==> src/rtl/rc4_pkg.sv <==
// Shared types for the RC4 key-search result path.
//   arb_state_t : arbiter FSM state (IDLE, SEARCH, FOUND, EXHAUSTED)
//   MSG_LEN     : plaintext length in bytes
//   msg_t       : MSG_LEN x 8-bit plaintext, packed so it maps onto a flat bus
package rc4_pkg;

  localparam int MSG_LEN = 32;

  typedef enum logic [1:0] {
    ST_IDLE      = 2'd0,
    ST_SEARCH    = 2'd1,
    ST_FOUND     = 2'd2,
    ST_EXHAUSTED = 2'd3
  } arb_state_t;

  typedef logic [MSG_LEN-1:0][7:0] msg_t;

endpackage

==> src/rtl/core_result_arbiter_priority_select.sv <==
// priority_select: combinational lowest-index-wins encoder.
//   req_i    : request vector
//   any_o    : at least one request present
//   onehot_o : one-hot mask of the winning (lowest-index) request
//   idx_o    : binary index of the winning request (0 when none)
module priority_select #(
  parameter int N     = 4,
  parameter int IDX_W = 2
) (
  input  logic [N-1:0]     req_i,
  output logic             any_o,
  output logic [N-1:0]     onehot_o,
  output logic [IDX_W-1:0] idx_o
);

  // Scan from the top down so the last hit, i.e. the lowest index, wins.
  always_comb begin
    any_o    = |req_i;
    onehot_o = '0;
    idx_o    = '0;
    for (int i = N - 1; i >= 0; i--) begin
      if (req_i[i]) begin
        onehot_o    = '0;
        onehot_o[i] = 1'b1;
        idx_o       = IDX_W'(i);
      end
    end
  end

endmodule

==> src/rtl/core_result_arbiter.sv <==
// core_result_arbiter: collects found/done pulses from CORES parallel
// decryption cores, latches the first (lowest-index) winner, or flags the
// key space as exhausted once every core has reported done.
//   CLOCK_50, reset_n      : clock, async active-low reset
//   start                  : pulse, starts a search (ignored while searching)
//   core_found/core_done   : per-core pulses
//   core_key/core_data     : per-core key and plaintext, flat buses, core 0 in the LSBs
//   stop_cores, busy       : freeze level to cores / search in progress
//   result_valid, secret_key, decrypted_data, winner_idx : captured winner
//   LED_GOOD, LED_BAD      : key found / key space exhausted or timed out
//   state_dbg_o            : current FSM state (arb_state_t encoding)
//   timed_out              : only with ARB_TIMEOUT_EN; watchdog fired
// Optional feature macro: ARB_TIMEOUT_EN adds a search watchdog of
// TIMEOUT_CYCLES cycles and the timed_out port.
module core_result_arbiter
  import rc4_pkg::*;
#(
  parameter int CORES          = 4,
  parameter int KEY_W          = 24,
  parameter int TIMEOUT_CYCLES = 1 << 26,
  localparam int IDX_W         = (CORES > 1) ? $clog2(CORES) : 1
) (
  input  logic                       CLOCK_50,
  input  logic                       reset_n,
  input  logic                       start,
  input  logic [CORES-1:0]           core_found,
  input  logic [CORES-1:0]           core_done,
  input  logic [CORES*KEY_W-1:0]     core_key,
  input  logic [CORES*MSG_LEN*8-1:0] core_data,
  output logic                       stop_cores,
  output logic                       busy,
  output logic                       result_valid,
  output logic [KEY_W-1:0]           secret_key,
  output logic [MSG_LEN*8-1:0]       decrypted_data,
  output logic [IDX_W-1:0]           winner_idx,
  output logic                       LED_GOOD,
  output logic                       LED_BAD,
`ifdef ARB_TIMEOUT_EN
  output logic                       timed_out,
`endif
  output logic [1:0]                 state_dbg_o
);

  arb_state_t         state_q;
  logic [CORES-1:0]   done_mask_q;
  logic               stop_q, busy_q, valid_q, good_q, bad_q;
  logic [KEY_W-1:0]   key_q;
  msg_t               data_q;
  logic [IDX_W-1:0]   idx_q;

  logic               found_any;
  logic [CORES-1:0]   sel_onehot_unused;
  logic [IDX_W-1:0]   sel_idx;
  logic               all_done;

  priority_select #(.N(CORES), .IDX_W(IDX_W)) u_sel (
    .req_i    (core_found),
    .any_o    (found_any),
    .onehot_o (sel_onehot_unused),
    .idx_o    (sel_idx)
  );

  // This cycle's done pulses count toward exhaustion immediately.
  assign all_done = &(done_mask_q | core_done);

`ifdef ARB_TIMEOUT_EN
  logic [31:0] tmo_cnt_q;
  logic        tmo_q;
  logic        tmo_hit;
  assign tmo_hit = (tmo_cnt_q == 32'(TIMEOUT_CYCLES - 1));
`else
  localparam int unused_timeout_cycles = TIMEOUT_CYCLES;
`endif

  always_ff @(posedge CLOCK_50 or negedge reset_n) begin
    if (!reset_n) begin
      state_q     <= ST_IDLE;
      done_mask_q <= '0;
      stop_q      <= 1'b0;
      busy_q      <= 1'b0;
      valid_q     <= 1'b0;
      good_q      <= 1'b0;
      bad_q       <= 1'b0;
      key_q       <= '0;
      data_q      <= '0;
      idx_q       <= '0;
`ifdef ARB_TIMEOUT_EN
      tmo_cnt_q   <= '0;
      tmo_q       <= 1'b0;
`endif
    end else begin
      case (state_q)
        ST_SEARCH: begin
          done_mask_q <= done_mask_q | core_done;
`ifdef ARB_TIMEOUT_EN
          tmo_cnt_q   <= tmo_cnt_q + 32'd1;
`endif
          // Found beats done: a core may report done and later found.
          if (found_any) begin
            state_q <= ST_FOUND;
            key_q   <= core_key[int'(sel_idx)*KEY_W +: KEY_W];
            data_q  <= core_data[int'(sel_idx)*MSG_LEN*8 +: MSG_LEN*8];
            idx_q   <= sel_idx;
            valid_q <= 1'b1;
            good_q  <= 1'b1;
            stop_q  <= 1'b1;
            busy_q  <= 1'b0;
          end else if (all_done) begin
            state_q <= ST_EXHAUSTED;
            bad_q   <= 1'b1;
            stop_q  <= 1'b1;
            busy_q  <= 1'b0;
          end
`ifdef ARB_TIMEOUT_EN
          else if (tmo_hit) begin
            state_q <= ST_EXHAUSTED;
            bad_q   <= 1'b1;
            stop_q  <= 1'b1;
            busy_q  <= 1'b0;
            tmo_q   <= 1'b1;
          end
`endif
        end
        default: begin
          // IDLE, FOUND, EXHAUSTED: only start matters; the previous key,
          // data and index stay on the outputs but result_valid drops.
          if (start) begin
            state_q     <= ST_SEARCH;
            done_mask_q <= '0;
            stop_q      <= 1'b0;
            busy_q      <= 1'b1;
            valid_q     <= 1'b0;
            good_q      <= 1'b0;
            bad_q       <= 1'b0;
`ifdef ARB_TIMEOUT_EN
            tmo_cnt_q   <= '0;
            tmo_q       <= 1'b0;
`endif
          end
        end
      endcase
    end
  end

  assign stop_cores     = stop_q;
  assign busy           = busy_q;
  assign result_valid   = valid_q;
  assign secret_key     = key_q;
  assign decrypted_data = data_q;
  assign winner_idx     = idx_q;
  assign LED_GOOD       = good_q;
  assign LED_BAD        = bad_q;
  assign state_dbg_o    = state_q;
`ifdef ARB_TIMEOUT_EN
  assign timed_out      = tmo_q;
`endif

endmodule

==> config.mk <==
export PLATFORM = sky130hd
export DESIGN_NAME = core_result_arbiter
export DESIGN_NICKNAME = d
export VERILOG_FILES = /design/src/rtl/rc4_pkg.sv /design/src/rtl/core_result_arbiter_priority_select.sv /design/src/rtl/core_result_arbiter.sv
export SDC_FILE = /design/constraint.sdc
export NUM_CORES = 1
export LEC_CHECK = 0
export CAP_MARGIN = 5
export CELL_PAD_IN_SITES_DETAIL_PLACEMENT = 1
export CELL_PAD_IN_SITES_GLOBAL_PLACEMENT = 1
export CORE_AREA = 2 2 553 555
export CTS_BUF_LIST = sky130_fd_sc_hd__clkbuf_8
export CTS_CLUSTER_DIAMETER = 30
export DETAILED_ROUTE_END_ITERATION = 8
export DIE_AREA = 0 0 555 557
export GPL_TIMING_DRIVEN = 0
export PLACE_DENSITY = 0.31
export SLEW_MARGIN = 20
export SYNTH_ARGS = -nofsm -noshare
export SYNTH_HDL_FRONTEND = slang
export SYNTH_SLANG_ARGS = --single-unit
==> constraint.sdc <==
create_clock -name CLOCK_50 -period 1.55 [get_ports CLOCK_50]
set_input_delay 0.465 -clock CLOCK_50 [delete_from_list [all_inputs] [get_ports CLOCK_50]]
set_output_delay 0.465 -clock CLOCK_50 [all_outputs]
set_load 0.01 [all_outputs]
==> out/summary.md <==
Summed over all cells, the static leakage comes to 0.01591 uW. Synthesis produced 2,632 cells. The data required time of the critical path is 2.33 ns, and the worst-case clock buffer depth is 4. The H-tree was split into 4 levels.

Walking the worst path, the cells encountered are buf_8, nand2b_1, buf_2, buf_4, clkbuf_1, o22ai_1, o41ai_1. Clock skew on the completed layout was measured at 0.05636 ns. The tools report the TritonCTS sink count as 291.

The tools report the highest clock rate as 0.4587 GHz. The area growth from synthesis to layout is 107.3%. The finished layout holds 8,403 standard cells, fillers aside.

Kind of critical path: primary input to register. The number of detailed-route iterations in the first pass is 5. Synthesis instantiated 28 different standard cells from the library.

The die is 555 um wide. The total overflow reported by the global router came out at 0. The number of cells after detailed placement is 8,054.

The max-slew violation count is 0, and the time the final worst path needs with I/O delays and setup is 2.180 ns. The floorplan has 203 rows. The run gives 31,493 as the total via count in the routed design. For this design the ratio of total power to cell area is 1450 nW/um^2.

The number of antenna-violating nets in the routed design came out at 0. After detailed routing, the number of remaining DRC violations is 0. Setup repair after global routing could not meet its margin everywhere. The part of the cycle the worst path needs came out at 140.6%. Cell at the slowest stage of the critical path: sky130_fd_sc_hd__buf_2. The share of cells above drive strength 1 is 22.09%, and the CTS clock-pin slew for the worst setup and hold paths is 0.04 ns. The average footprint of a synthesized cell came out at 8.092 um^2. The synthesized design contains 0 enable-type register cells. The run gives -0.6300 ns as the final critical-path setup slack.

The tools report the total global-route track usage as 17.66%. STA classifies the critical path endpoint as a register. Clock latency on the worst-skew pair, taken at its later pin, is 0.88 ns. At the end of the flow, the number of nets in the layout was 5,360.

For the number of global-route vias before repair, the log shows 33,683. The flip-flop cell with the highest count after synthesis was sky130_fd_sc_hd__dfrtp_1. The tool flagged a number of max-cap violations equal to 0. For the effective utilization at floorplan, the log shows 7.006%.

The weighted congestion at the end of routability-driven global placement is 0.8452. Counting flops with an async set or reset pin after synthesis yields a share of 100.0%. The die is 557 um tall. The maximum vdd ir drop is 0.5358 mV, and the maximum number of pins on one net before global-route repair is 65. For this run, the slowest stage of the critical path takes 0.50 ns.

The data arrival time at the worst-slack endpoint was 2.96 ns; the sequential element share of the synthesized area was 34.19%. 1,420 I/O pins were placed. The clock tree root driver cell was sky130_fd_sc_hd__clkbuf_8.

Headroom to the max-slew limit came out at 22.16%. The final hold violation count was 0. The synthesized netlist occupies a cell area of 21,300 um^2.

The post-DP HPWL was 239.9 mm. In this run, CTS created clock tree buffers numbering 163. The run gives 0 as the number of synthesis warnings.

The top cell family by delay on the critical path is buffers and inverters. The overall routed net length came out at 285.3 mm. In this run the tool buffered the top-level ports with 1,416 buffer cells. The checks that failed: setup timing. The final total power came out at 64,010 uW. After floorplanning, the core was sized to cover 304,000 um^2. The number of antenna violations at the first check in global routing was 181.

In the final routed layout, each cell accounts on average for 33.96 um. The die covers 309,100 um^2. The run finished, with violations left. The tools report the setup slack of the most critical reg-to-reg path as -0.54 ns.

In this run, the number of DRC markers left after iteration 0 of detailed routing was 2,002. Startpoint class of the critical path: a primary input. The slew at the pin with the worst max-slew slack is 1.168 ns, and the detailed-route vias per instance is 3.748. In this run the worst hold path is classified as primary input to async pin. The critical path contains buffers and inverters numbering 4 combined. The highest fanout seen on the critical path came out at 10.

After synthesis the netlist holds a flip-flop and latch count of 291. Setup violations remaining at the end of the flow were counted as 582. The first global-routing pass estimated 362.4 mm of wire. TritonCTS built the clock tree. Counting every net in the synthesized netlist gives 3,763.
flip-flops by register name, indices dropped and copies added (netlist names):
signal          count
secret_key         24
done_mask_q         4
winner_idx          2
LED_GOOD            1
LED_BAD             1
decrypted_data    256
busy                1
state_dbg_o         2
cells in the mapped netlist, types with 2 or more instances:
cell,instances,share of area (%)
sky130_fd_sc_hd__o21ai_0,282,6.6
sky130_fd_sc_hd__nor2b_1,2,0.059
sky130_fd_sc_hd__o22ai_1,281,8.3
sky130_fd_sc_hd__buf_2,47,1.1
sky130_fd_sc_hd__nand2_1,3,0.053
sky130_fd_sc_hd__buf_6,16,0.85
sky130_fd_sc_hd__or3b_2,279,11
sky130_fd_sc_hd__buf_4,12,0.42
sky130_fd_sc_hd__nor2_1,285,5.0
sky130_fd_sc_hd__or3_1,279,8.2
sky130_fd_sc_hd__nor3b_1,2,0.070
sky130_fd_sc_hd__o41ai_1,279,11
sky130_fd_sc_hd__dfrtp_1,291,34
sky130_fd_sc_hd__o21a_1,3,0.11
sky130_fd_sc_hd__a22o_1,5,0.21
sky130_fd_sc_hd__inv_1,2,0.035
sky130_fd_sc_hd__buf_1,2,0.035
sky130_fd_sc_hd__clkbuf_1,269,4.7
sky130_fd_sc_hd__nand2b_1,3,0.088
sky130_fd_sc_hd__a21oi_1,282,6.6
final timing paths:
kind | from | to | cells past startpoint
worst max register to register | state_dbg_o[1] | decrypted_data[184] | 7
max in group asynchronous | reset_n | decrypted_data[102] | 4
worst max-delay path | core_found[0] | decrypted_data[187] | 7
min in group CLOCK_50 | core_data[930] | decrypted_data[162] | 3
worst min register to register | done_mask_q[3] | done_mask_q[3] | 1
worst min-delay path | reset_n | decrypted_data[29] | 2
where the power goes:
| group | switching [uW] | internal [uW] | total (uW) |
|---|---|---|---|
| clock network | 6940 | 11100 | 18000 |
| registers | 3110 | 11600 | 14700 |
| logic | 18800 | 12500 | 31300 |
| total | 28800 | 35200 | 64000 |
per-layer routing:
layer | GRT usage (%) | share of wire (%) | vias to the layer above
li1 | - | - | 13604
met1 | 22.10 | 43 | 15741
met2 | 28.07 | 45 | 1605
met3 | 7.329 | 9.7 | 413
met4 | 3.825 | 2.1 | 130
met5 | 0 | 0.29 | -
cells in the final DEF (no fill, tap or decap), types with 67 or more instances in the layout:
master / count
sky130_fd_sc_hd__a21oi_1: 282
sky130_fd_sc_hd__o41ai_1: 247
sky130_fd_sc_hd__o21ai_0: 277
sky130_fd_sc_hd__clkbuf_1: 163
sky130_fd_sc_hd__nor2_1: 285
sky130_fd_sc_hd__dfrtp_1: 276
sky130_fd_sc_hd__clkbuf_8: 205
sky130_fd_sc_hd__or3_1: 279
sky130_fd_sc_hd__clkdlybuf4s50_1: 1125
sky130_fd_sc_hd__diode_2: 69
sky130_fd_sc_hd__buf_6: 68
sky130_fd_sc_hd__clkbuf_2: 99
sky130_fd_sc_hd__o22ai_1: 281
sky130_fd_sc_hd__or3b_2: 279
sky130_fd_sc_hd__buf_2: 144
sky130_fd_sc_hd__inv_1: 67
worst reg2reg max path: stages, from the launching register on:
cell                       delay, ns
sky130_fd_sc_hd__dfrtp_2        0.47
sky130_fd_sc_hd__nor2b_4        0.15
sky130_fd_sc_hd__buf_12         0.13
sky130_fd_sc_hd__nand2b_4       0.12
sky130_fd_sc_hd__buf_6          0.15
sky130_fd_sc_hd__buf_12         0.14
sky130_fd_sc_hd__buf_4          0.39
sky130_fd_sc_hd__o41ai_1        0.42
cells by family (layout without fill, tap and decap cells):
logic type	Yosys count	count (layout)	synth area share, %
other	0	69	0
AO/OA/AOI/OAI	1137	1137	33.50
flip-flops	291	291	34.19
AND/OR/NAND/NOR	855	855	25.11
buffers and inverters	349	2054	7.202
what timing repair did:
action	in CTS	in global routing
pin swaps	1	1
setup buffers	4	0
cloned	0	1
endpoints found under the setup margin	580	585
hold buffers	2	0
gates resized for setup	1011	264
endpoints found under the hold margin	129	0
per-stage QoR:
stage               worst slack, ns  instance area, um^2  hold slack (ns)  util, %  TNS [ns]
CTS                         -0.6578                43780         0.002740    14.40   -299.45
detailed placement           -2.902                40860           0.4504    13.44   -750.38
finish                      -0.6300                44150           0.1337    14.52   -223.60
global placement             -18.05                40620           0.4828    13.36  -6030.48
global route                -0.6345                44020          0.06372    14.48   -287.58
floorplan                   -0.2567                21450           0.1694        -    -61.80
cell type report:
class / count / area [um^2]
Sequential cell: 291 / 7301
Timing Repair Buffer: 1432 / 13860
Fill cell: 35866 / 259900
Inverter: 3 / 12.51
Clock buffer: 195 / 2684
Buffer: 346 / 1994
Tap cell: 3997 / 5001
Multi-Input combinational cell: 1992 / 12770
Antenna cell: 69 / 172.7
Clock inverter: 78 / 351.6
Note: power is estimated with default switching activity, not from simulation.
